$ cat src/rtl/div_pkg.sv
// -----------------------------------------------------------------------------
// div_pkg
// Shared definitions for the divide controller slice: operand width, divider
// iteration count, operation and FSM state encodings, and a conditional
// two's-complement negation helper used for magnitude and sign fix-up.
// -----------------------------------------------------------------------------
package div_pkg;

   localparam int unsigned XLEN       = 32;
   localparam int unsigned DIV_CYCLES = 32;

   typedef enum logic [1:0] {
      OP_DIV  = 2'b00,
      OP_DIVU = 2'b01,
      OP_REM  = 2'b10,
      OP_REMU = 2'b11
   } op_e;

   typedef enum logic [1:0] {
      S_IDLE = 2'b00,
      S_LOAD = 2'b01,
      S_RUN  = 2'b10,
      S_DONE = 2'b11
   } state_e;

   function automatic logic [XLEN-1:0] neg_if(input logic n, input logic [XLEN-1:0] v);
      return n ? ('0 - v) : v;
   endfunction

endpackage

$ cat src/rtl/div_if.sv
// -----------------------------------------------------------------------------
// div_if
// Request/response bundle of the divide controller.
//   start  : request, sampled only while the controller is IDLE or DONE
//   op     : 00 DIV, 01 DIVU, 10 REM, 11 REMU
//   rs1    : dividend, sampled with start
//   rs2    : divisor, sampled with start
//   kill   : abort of the in-flight operation
//   busy   : high while the core is loading/running
//   done   : one-cycle pulse, result valid
//   result : quotient or remainder, held until the next done
// master drives requests, slave (the controller) drives responses.
// -----------------------------------------------------------------------------
interface div_if;
   import div_pkg::*;

   logic            start;
   logic [1:0]      op;
   logic [XLEN-1:0] rs1;
   logic [XLEN-1:0] rs2;
   logic            kill;
   logic            busy;
   logic            done;
   logic [XLEN-1:0] result;

   modport master (
      output start, op, rs1, rs2, kill,
      input  busy, done, result
   );

   modport slave (
      input  start, op, rs1, rs2, kill,
      output busy, done, result
   );

endinterface

$ cat src/rtl/alu_div.sv
// -----------------------------------------------------------------------------
// alu_div
// Unsigned restoring divider, one quotient bit per clock.
//   clk       : clock, rising edge
//   rst       : synchronous load; captures dividend/divisor and clears state
//   dividend  : unsigned dividend, captured while rst=1
//   divisor   : unsigned divisor, captured while rst=1
//   quotient  : quotient, valid while ready=1
//   remainder : remainder, valid while ready=1
//   ready     : high once CYCLES iterations have completed after a load
// -----------------------------------------------------------------------------
module alu_div #(
   parameter int unsigned XLEN   = 32,
   parameter int unsigned CYCLES = 32
) (
   input  logic            clk,
   input  logic            rst,
   input  logic [XLEN-1:0] dividend,
   input  logic [XLEN-1:0] divisor,
   output logic [XLEN-1:0] quotient,
   output logic [XLEN-1:0] remainder,
   output logic            ready
);

   localparam int unsigned CW = $clog2(CYCLES + 1);

   logic [XLEN-1:0] r_q;
   logic [XLEN-1:0] r_r;
   logic [XLEN-1:0] r_d;
   logic [CW-1:0]   r_cnt;

   logic [XLEN:0]   w_cand;
   logic            w_fits;
   logic [XLEN-1:0] w_diff;

   // Shifted partial remainder can reach XLEN+1 bits; when it fits, the
   // difference is below the divisor, so the low XLEN bits are exact.
   always_comb begin
      w_cand = {r_r, r_q[XLEN-1]};
      w_fits = (w_cand >= {1'b0, r_d});
      w_diff = w_cand[XLEN-1:0] - r_d;
   end

   always_ff @(posedge clk) begin
      if (rst) begin
         r_q   <= dividend;
         r_r   <= '0;
         r_d   <= divisor;
         r_cnt <= '0;
      end else if (!ready) begin
         r_q   <= {r_q[XLEN-2:0], w_fits};
         r_r   <= w_fits ? w_diff : w_cand[XLEN-1:0];
         r_cnt <= r_cnt + CW'(1);
      end
   end

   assign ready     = (r_cnt == CW'(CYCLES));
   assign quotient  = r_q;
   assign remainder = r_r;

endmodule

$ cat src/rtl/div_ctrl.sv
// -----------------------------------------------------------------------------
// div_ctrl
// Signed/unsigned divide and remainder controller around one unsigned
// restoring divider core (alu_div).
//   clk   : clock, rising edge
//   rst_n : asynchronous active-low reset
//   bus   : div_if.slave -- start/op/rs1/rs2/kill in, busy/done/result out
// Normal operations take IDLE->LOAD->RUN->DONE (done 35 cycles after the
// start cycle). Divide-by-zero and signed overflow skip the core and reach
// DONE on the next edge.
// -----------------------------------------------------------------------------
module div_ctrl #(
   parameter int unsigned XLEN = div_pkg::XLEN
) (
   input logic   clk,
   input logic   rst_n,
   div_if.slave  bus
);
   import div_pkg::*;

   state_e          r_state;
   op_e             r_op;
   logic            r_neg_a;
   logic            r_neg_b;
   logic [XLEN-1:0] r_mag_a;
   logic [XLEN-1:0] r_mag_b;
   logic [XLEN-1:0] r_result;
   logic            r_load;
   logic            r_busy;
   logic            r_done;

   logic [XLEN-1:0] w_quo;
   logic [XLEN-1:0] w_rem;
   logic            w_ready;

   op_e             w_op;
   logic            w_signed;
   logic            w_is_rem;
   logic            w_rs1_neg;
   logic            w_rs2_neg;
   logic            w_div0;
   logic            w_ovf;
   logic [XLEN-1:0] w_bypass;
   logic [XLEN-1:0] w_fixed;

   always_comb begin
      w_op      = op_e'(bus.op);
      w_signed  = (w_op == OP_DIV) || (w_op == OP_REM);
      w_is_rem  = (w_op == OP_REM) || (w_op == OP_REMU);
      w_rs1_neg = w_signed & bus.rs1[XLEN-1];
      w_rs2_neg = w_signed & bus.rs2[XLEN-1];
      w_div0    = (bus.rs2 == '0);
      w_ovf     = w_signed && (bus.rs1 == {1'b1, {(XLEN-1){1'b0}}}) && (bus.rs2 == '1);
      if (w_div0)
         w_bypass = w_is_rem ? bus.rs1 : '1;
      else
         w_bypass = w_is_rem ? '0 : bus.rs1;
   end

   // Sign flags are only set for signed ops, so unsigned results pass through.
   always_comb begin
      if ((r_op == OP_REM) || (r_op == OP_REMU))
         w_fixed = neg_if(r_neg_a, w_rem);
      else
         w_fixed = neg_if(r_neg_a ^ r_neg_b, w_quo);
   end

   always_ff @(posedge clk or negedge rst_n) begin
      if (!rst_n) begin
         r_state  <= S_IDLE;
         r_op     <= OP_DIV;
         r_neg_a  <= 1'b0;
         r_neg_b  <= 1'b0;
         r_mag_a  <= '0;
         r_mag_b  <= '0;
         r_result <= '0;
         r_load   <= 1'b1;
         r_busy   <= 1'b0;
         r_done   <= 1'b0;
      end else begin
         r_load <= 1'b0;
         r_done <= 1'b0;
         if (bus.kill) begin
            r_state <= S_IDLE;
            r_busy  <= 1'b0;
         end else begin
            case (r_state)
               S_IDLE, S_DONE: begin
                  if (bus.start) begin
                     r_op    <= w_op;
                     r_neg_a <= w_rs1_neg;
                     r_neg_b <= w_rs2_neg;
                     r_mag_a <= neg_if(w_rs1_neg, bus.rs1);
                     r_mag_b <= neg_if(w_rs2_neg, bus.rs2);
                     if (w_div0 || w_ovf) begin
                        r_state  <= S_DONE;
                        r_done   <= 1'b1;
                        r_result <= w_bypass;
                        r_busy   <= 1'b0;
                     end else begin
                        r_state <= S_LOAD;
                        r_load  <= 1'b1;
                        r_busy  <= 1'b1;
                     end
                  end else begin
                     r_state <= S_IDLE;
                     r_busy  <= 1'b0;
                  end
               end
               S_LOAD: begin
                  r_state <= S_RUN;
               end
               S_RUN: begin
                  if (w_ready) begin
                     r_state  <= S_DONE;
                     r_done   <= 1'b1;
                     r_result <= w_fixed;
                     r_busy   <= 1'b0;
                  end
               end
               default: begin
                  r_state <= S_IDLE;
                  r_busy  <= 1'b0;
               end
            endcase
         end
      end
   end

   alu_div #(
      .XLEN   (XLEN),
      .CYCLES (DIV_CYCLES)
   ) u_core (
      .clk       (clk),
      .rst       (r_load),
      .dividend  (r_mag_a),
      .divisor   (r_mag_b),
      .quotient  (w_quo),
      .remainder (w_rem),
      .ready     (w_ready)
   );

   assign bus.busy   = r_busy;
   assign bus.done   = r_done;
   assign bus.result = r_result;

endmodule
$ cat src/flat_wrapper.sv
// flat-port wrapper written by rule: the top's interface ports become plain ports
module div_ctrl_flat import div_pkg::*;
#(
   parameter int unsigned XLEN = div_pkg::XLEN
)
  (clk, rst_n, bus_start, bus_op, bus_rs1, bus_rs2, bus_kill, bus_busy, bus_done, bus_result);
  div_if bus_i ();
  input logic clk;
  input logic rst_n;
  input wire logic [$bits(bus_i.start)-1:0] bus_start;
  input wire logic [$bits(bus_i.op)-1:0] bus_op;
  input wire logic [$bits(bus_i.rs1)-1:0] bus_rs1;
  input wire logic [$bits(bus_i.rs2)-1:0] bus_rs2;
  input wire logic [$bits(bus_i.kill)-1:0] bus_kill;
  output wire logic [$bits(bus_i.busy)-1:0] bus_busy;
  output wire logic [$bits(bus_i.done)-1:0] bus_done;
  output wire logic [$bits(bus_i.result)-1:0] bus_result;
  assign bus_i.start = bus_start;
  assign bus_i.op = bus_op;
  assign bus_i.rs1 = bus_rs1;
  assign bus_i.rs2 = bus_rs2;
  assign bus_i.kill = bus_kill;
  assign bus_busy = bus_i.busy;
  assign bus_done = bus_i.done;
  assign bus_result = bus_i.result;
  div_ctrl #(.XLEN(XLEN)) u_core (.clk(clk), .rst_n(rst_n), .bus(bus_i));
endmodule
$ cat config.mk
export PLATFORM = sky130hd
export DESIGN_NAME = div_ctrl_flat
export DESIGN_NICKNAME = d
export VERILOG_FILES = /design/src/rtl/div_pkg.sv /design/src/rtl/div_if.sv /design/src/rtl/alu_div.sv /design/src/rtl/div_ctrl.sv /design/src/flat_wrapper.sv
export SDC_FILE = /design/constraint.sdc
export NUM_CORES = 1
export LEC_CHECK = 0
export CORE_ASPECT_RATIO = 0.5
export CORE_MARGIN = 8
export CORE_UTILIZATION = 35
export CTS_BUF_LIST = sky130_fd_sc_hd__clkbuf_8
export DETAILED_ROUTE_END_ITERATION = 16
export MAX_ROUTING_LAYER = met4
export SLEW_MARGIN = 20
export SYNTH_ARGS = -nofsm -noshare
export SYNTH_HDL_FRONTEND = slang
export SYNTH_SLANG_ARGS = --single-unit
export TNS_END_PERCENT = 5
$ cat constraint.sdc
create_clock -name clk -period 2.86 [get_ports clk]
set_input_delay 0.572 -clock clk [delete_from_list [all_inputs] [get_ports clk]]
set_output_delay 0.572 -clock clk [all_outputs]
set_load 0.005 [all_outputs]
# Word level (Yosys, flattened, before mapping)
# Index checks and enable logic that the tools add are counted.
[classes]
n_addsub = 6
magnitude_cmp = 1
n_eq_ne = 15
muxes = 32
n_bitwise = 4
n_reduce_logical = 15
[ops]
columns = ["cell", "n"]
rows = [
  ["32-bit two-way mux", 14],
  ["1-bit by 32-bit subtractor with 32-bit output (first input constant)", 4],
  ["32-bit == test (second input constant)", 2],
  ["32-bit case mux with 2 select lines", 1],
  ["33-bit by 32-bit greater-or-equal comparator with 1-bit output", 1],
  ["32-bit zero test", 1],
  ["32-bit subtractor", 1],
  ["2-bit == test (second input constant)", 6],
  ["1-bit two-way mux", 10],
  ["2-bit two-way mux", 4],
  ["6-bit by 1-bit adder with 6-bit output (second input constant)", 1],
  ["6-bit == test (second input constant)", 1],
  ["2-bit case mux with 3 select lines", 1],
  ["5-bit AND reduction", 1],
  ["2-bit zero test", 2],
  ["1-bit logical OR", 4],
  ["2-bit by 1-bit != test with 1-bit output (second input constant)", 2],
  ["2-bit != test (second input constant)", 2],
  ["1-bit case mux with 2 select lines", 2],
  ["3-bit != test (second input constant)", 1],
  ["3-bit AND reduction", 1],
  ["3-bit nonzero test", 1],
  ["1-bit bitwise AND", 2],
  ["2-bit by 1-bit == test with 1-bit output (second input constant)", 1],
  ["6 further kinds", 7],
]
[word_totals]
register_bits = 207
inputBits = 70

# Longest topological paths before layout
[depth]
word_depth = 9
depth_mapped = 14

# By module
# From an unflattened synthesis, not the netlist that was laid out.
[hier_totals]
cells_unflattened = 1484
area_unflattened_um2 = 13555.5
[modules_own_cells]
columns = ["mod", "instances", "cells_each", "area_each_um2"]
rows = [
  ["div_ctrl", 1, 909, 7771.2],
  ["alu_div", 1, 575, 5784.3],
]

# Worst setup path after synthesis
# Ideal clock, no wire load.
[synth_path]
path_kind = "in2reg"
start = "in bus_rs1[28]"
end = "reg u_core.r_result[11] (netlist: u_core.bus.result[11])"
setup_ns = 0.118
t_arrival_ns = 2.803
required_time_ns = 2.742
slack_ns = -0.061
path_stages = 10
cell_sequence = "or4_4 > or3_1 > nor4_1 > nand2_1 > o21ai_2 > nand3_2 > a221o_1 > buf_6 > buf_2 > a21o_1"
[synth_between]
elab_chain_cells = 6
[synth_rtl]
columns = ["element", "line", "rtl"]
rows = [
  ["start, declared", "flat_wrapper.sv:12", "input wire logic [$bits(bus_i.rs1)-1:0] bus_rs1;"],
  ["32-bit == test", "div_ctrl.sv:53", "w_ovf = w_signed && (bus.rs1 == {1'b1, {(XLEN-1){1'b0}}}) && (bus.rs2 == '1);"],
  ["1-bit logical AND (2 in series)", "div_ctrl.sv:53", ""],
  ["1-bit logical OR", "div_ctrl.sv:95", "if (w_div0 || w_ovf) begin"],
  ["2-bit by 1-bit != test with 1-bit output (no source line)", "-", ""],
  ["5-bit AND reduction (no source line)", "-", ""],
  ["end signal, assigned", "div_ctrl.sv:98", "r_result <= w_bypass;"],
  ["end signal, assigned", "div_ctrl.sv:117", "r_result <= w_fixed;"],
  ["end, declared", "div_ctrl.sv:27", "logic [XLEN-1:0] r_result;"],
]
# No other way between the ends.
# A chain may end at the register's enable or synchronous reset.

# Worst setup path in the final report
[layout_path]
start = "reg u_core.u_core.r_d[0]"
end = "reg u_core.u_core.r_r[22] (netlist: u_core.u_core.remainder[22])"
[layout_between]
elab_chain_cells = 2
[layout_rtl]
columns = ["element", "line", "rtl"]
rows = [
  ["start, declared", "alu_div.sv:29", "logic [XLEN-1:0] r_d;"],
  ["start signal, assigned", "alu_div.sv:48", "r_d <= divisor;"],
  ["32-bit subtractor or 33-bit by 32-bit greater-or-equal comparator with 1-bit output (tied branches)", "alu_div.sv:41, alu_div.sv:40", ""],
  ["32-bit two-way mux *", "alu_div.sv:52", "r_r <= w_fits ? w_diff : w_cand[XLEN-1:0];"],
  ["end signal, assigned", "alu_div.sv:52", ""],
  ["end, declared", "alu_div.sv:28", "logic [XLEN-1:0] r_r;"],
]
# Mark *: on every way between the ends. The rest lies on a longest branch, timed or not.

==> flow_summary.ini <==
[run_status]
status = finished, violations left
failed_checks = setup timing

[critical_path]
rr_endpoint = u_core.u_core.remainder[22]
r2r_cells = 12
cp_cell_sequence = ha_4 > fa_2 > nor2b_2 > o31a_1 > o31a_1 > o21ai_2 > buf_4 > a211oi_2 > nor2_1 > xnor2_1 > mux2i_1 > a211oi_1
crit_start = u_core.u_core.r_d[0]
crit_top_cell = o31a_1
cp_max_fo = 3
worstSetupEndpoint = u_core.u_core.remainder[22]
path_class = reg2reg
slowest_delay_ns = 0.44
r2r_slack_ns = -0.01
critPathRequiredTime_ns = 3.33
timing.rr.start = u_core.u_core.r_d[0]
crit_slowest_cell = edfxtp_1
startpoint_type = flip-flop
end_kind = flip-flop
critPathArrivalTime_ns = 3.34

[logic_synthesis]
syn_area_um2 = 13000
avgSynthCellArea_um2 = 8.72
synth_top_area_share = 0.198
synth_area_leader_cell = dfrtp_1
syn_inst = 1494
synth_area_leaders = dfrtp_1 20%, edfxtp_1 15%, o21ai_0 7.2%
yosysSeqAreaShare = 0.406
mappedNetlistNets = 1606
synth_seq_cells = 206
ys_async_sr_fraction = 0.505
netlist_top_cells_count = 190 x nand2_1, 188 x o21ai_0, 109 x nor2_1, 103 x dfrtp_1, 102 x a21oi_1
synthFlopType = dfrtp_1
synth_most_common_cell = nand2_1
synth_cell_types = 64
yosysWarnings = 0
synth_edf_count = 64

[drt]
via_per_inst = 5.24
wire_per_inst_um = 18.2
via_count = 12300
drt.antenna.violating_nets = 0
drt-pass1-iter-count = 5
wl_um = 42500
drc = 0
drt_iter0_drc = 1083

[final_layout]
diodes = 0
fin_nets = 1933
fillers = 3563
syn_to_final_growth_pct = 36.3
drive_gt1_frac = 0.248

[pwr]
total_power_w = 0.0199
clockPowerShare = 0.135
seqPwrFrac = 0.280
ir_worst_vdd_uv = 405
swShare = 0.427
p_leak_nw = 7.53
power_density_nw_per_um2 = 1120
power_switching_w = 0.00848
internal_power_w = 0.0114
comb_power_share = 0.586

[timing]
hold_ws_ns = 0.0499
hold_viol = 0
rsz0062_at_grt = yes
max_slew_margin = 0.567
tightest_slew_ns = 0.649
fin_crit_ns = 2.87
fmax_mhz = 348
fin_crit_sh = 1.00
final.setup.worst_slack_ns = -0.0130
skew_ns = 0.0192
slew_viol_final = 0
setup_viol = 2

[cts]
root_buffer = clkbuf_8
clk_pin_slew_worst_paths_ns = 0.07
ctsHtreeMaxLevel = 2
clock_path_buffers = 3
cts_buffers = 35
clock_sinks = 206
hold_buffers = 0
cts_tree = done
worstSkewPairLatency_ns = 0.56

[hold_path]
hold_class = in2async

[global_routing]
track_usage = 0.189
antenna_found_initial = 0
grt_overflow_total = 0
grt_max_degree = 76
grt_pass1_vias = 11600
grt_pass1_wl_um = 64800

[floorplanning]
die-area_um2 = 44000
die_w_um = 289
start_util = 0.352
core_region_area_um2 = 37000
rows = 50
die_y_um = 152
design.portCount = 104

[place]
port-buffer-count = 103
place_congestion = 0.889
hpwlAfterDp_um = 31400

[run]
maxCapViolCount = 0
-- sequential cells by signal, indices dropped and copies added (netlist names), 2 cells and up --
name,flops
u_core.bus.result,32
u_core.r_mag_a,32
u_core.r_mag_b,32
u_core.r_state,2
u_core.u_core.quotient,32
u_core.u_core.r_cnt,6
u_core.u_core.r_d,32
u_core.u_core.remainder,32
-- per-layer routing --
layer | GRT usage | vias to the layer above | routed length, um
li1 | - | 5995 | -
met1 | 0.263 | 5886 | 20200
met2 | 0.281 | 319 | 19100
met3 | 0.0339 | 66 | 2310
met4 | 0.0501 | 0 | 982
met5 | - | - | 0
-- final cells by class --
class / count / area, um^2 / area share
Clock buffer: 40 / 551 / 0.0310
Multi-Input combinational cell: 1143 / 7680 / 0.433
Tap cell: 494 / 618 / 0.0348
Clock inverter: 24 / 135 / 0.00761
Timing Repair Buffer: 376 / 3260 / 0.183
Inverter: 59 / 221 / 0.0125
Sequential cell: 206 / 5290 / 0.298
-- power by group through the flow --
stage / Sequential (W) / Combinational, W / Clock, W
after floorplan: 0.00540 / 0.00648 / 0
after global placement: 0.00552 / 0.0106 / 0
after detailed placement: 0.00554 / 0.0107 / 0
after CTS: 0.00550 / 0.0108 / 0.00275
after global routing: 0.00571 / 0.0127 / 0.00288
final: 0.00556 / 0.0116 / 0.00268
-- cell families (layout without fill, tap and decap cells) --
logic type | after synthesis | after routing | share of synthesized area
simple gates | 457 | 457 | 0.164
compound gates | 455 | 455 | 0.212
flops | 206 | 206 | 0.406
xor+xnor | 148 | 148 | 0.0995
buf+inv | 145 | 499 | 0.0437
fa+ha+maj | 42 | 42 | 0.0409
mux | 41 | 41 | 0.0345
-- placed cells by master (no fill, tap or decap), types with 8 or more instances in the layout --
| cell | count |
|---|---|
| clkdlybuf4s50_1 | 80 |
| a211oi_1 | 26 |
| dfrtp_1 | 103 |
| a21o_1 | 22 |
| nor3_1 | 18 |
| or4_4 | 11 |
| nor2b_1 | 8 |
| o21ai_1 | 15 |
| mux2i_1 | 10 |
| o21ai_0 | 174 |
| nand2b_1 | 14 |
| o31ai_1 | 22 |
| inv_1 | 69 |
| o41ai_1 | 10 |
| buf_12 | 10 |
| ha_1 | 33 |
| dfxtp_1 | 37 |
| dlygate4sd2_1 | 20 |
| a31oi_1 | 10 |
| nand2_1 | 185 |
| xnor2_1 | 75 |
| clkbuf_8 | 40 |
| mux2_2 | 31 |
| a21oi_1 | 98 |
| o211ai_1 | 12 |
| nand4_1 | 22 |
| nand3_1 | 17 |
| buf_4 | 259 |
| xor2_1 | 73 |
| edfxtp_1 | 64 |
| a211oi_2 | 9 |
| nor2_1 | 107 |
-- repair_timing --
action	in CTS	in global routing
buffers inserted	2	3
resized for setup	43	93
cloned	2	2
endpoints found under the setup margin	28	62
pin swaps	16	45
-- worst min path at each step --
| stage | startpoint | endpoint | slack, ns | cells past startpoint |
|---|---|---|---|---|
| finish | rst_n | u_core.r_mag_a[24] | 0.05 | 1 |
| global route | rst_n | u_core.r_mag_a[14] | 0.07 | 1 |
| CTS | rst_n | u_core.r_mag_a[14] | 0.04 | 1 |
| detailed placement | u_core.r_mag_b[0] | u_core.u_core.r_d[0] | 0.43 | 0 |
| global placement | u_core.r_mag_b[12] | u_core.u_core.r_d[12] | 0.43 | 0 |
| floorplan | rst_n | u_core.bus.busy | 0.28 | 0 |
-- per-stage QoR --
step,utilization,std cells,instance area (um^2),setup TNS [ns],setup WS (ns)
2_1_floorplan,-,1494,13000,-1.07,-0.0610
3_3_place_gp,0.444,2270,16500,-25.70,-0.651
3_5_place_dp,0.444,2270,16500,-26.66,-0.711
4_1_cts,0.466,2338,17300,-0.117,-0.0446
5_1_grt,0.479,2342,17800,-0.811,-0.0730
6_report,0.479,2342,17800,-0.0163,-0.0130
-- critical path: cells and delay by family (launching register included) --
family                   cells  cell delay (ns)
multiplexers                 1             0.14
XOR/XNOR                     1             0.28
adder cells (fa/ha/maj)      2             0.54
flip-flops                   1             0.44
AND/OR/NAND/NOR              2             0.26
AO/OA/AOI/OAI                5             1.00
buffers and inverters        1             0.14
No activity file was read; power rests on OpenSTA's default activity.
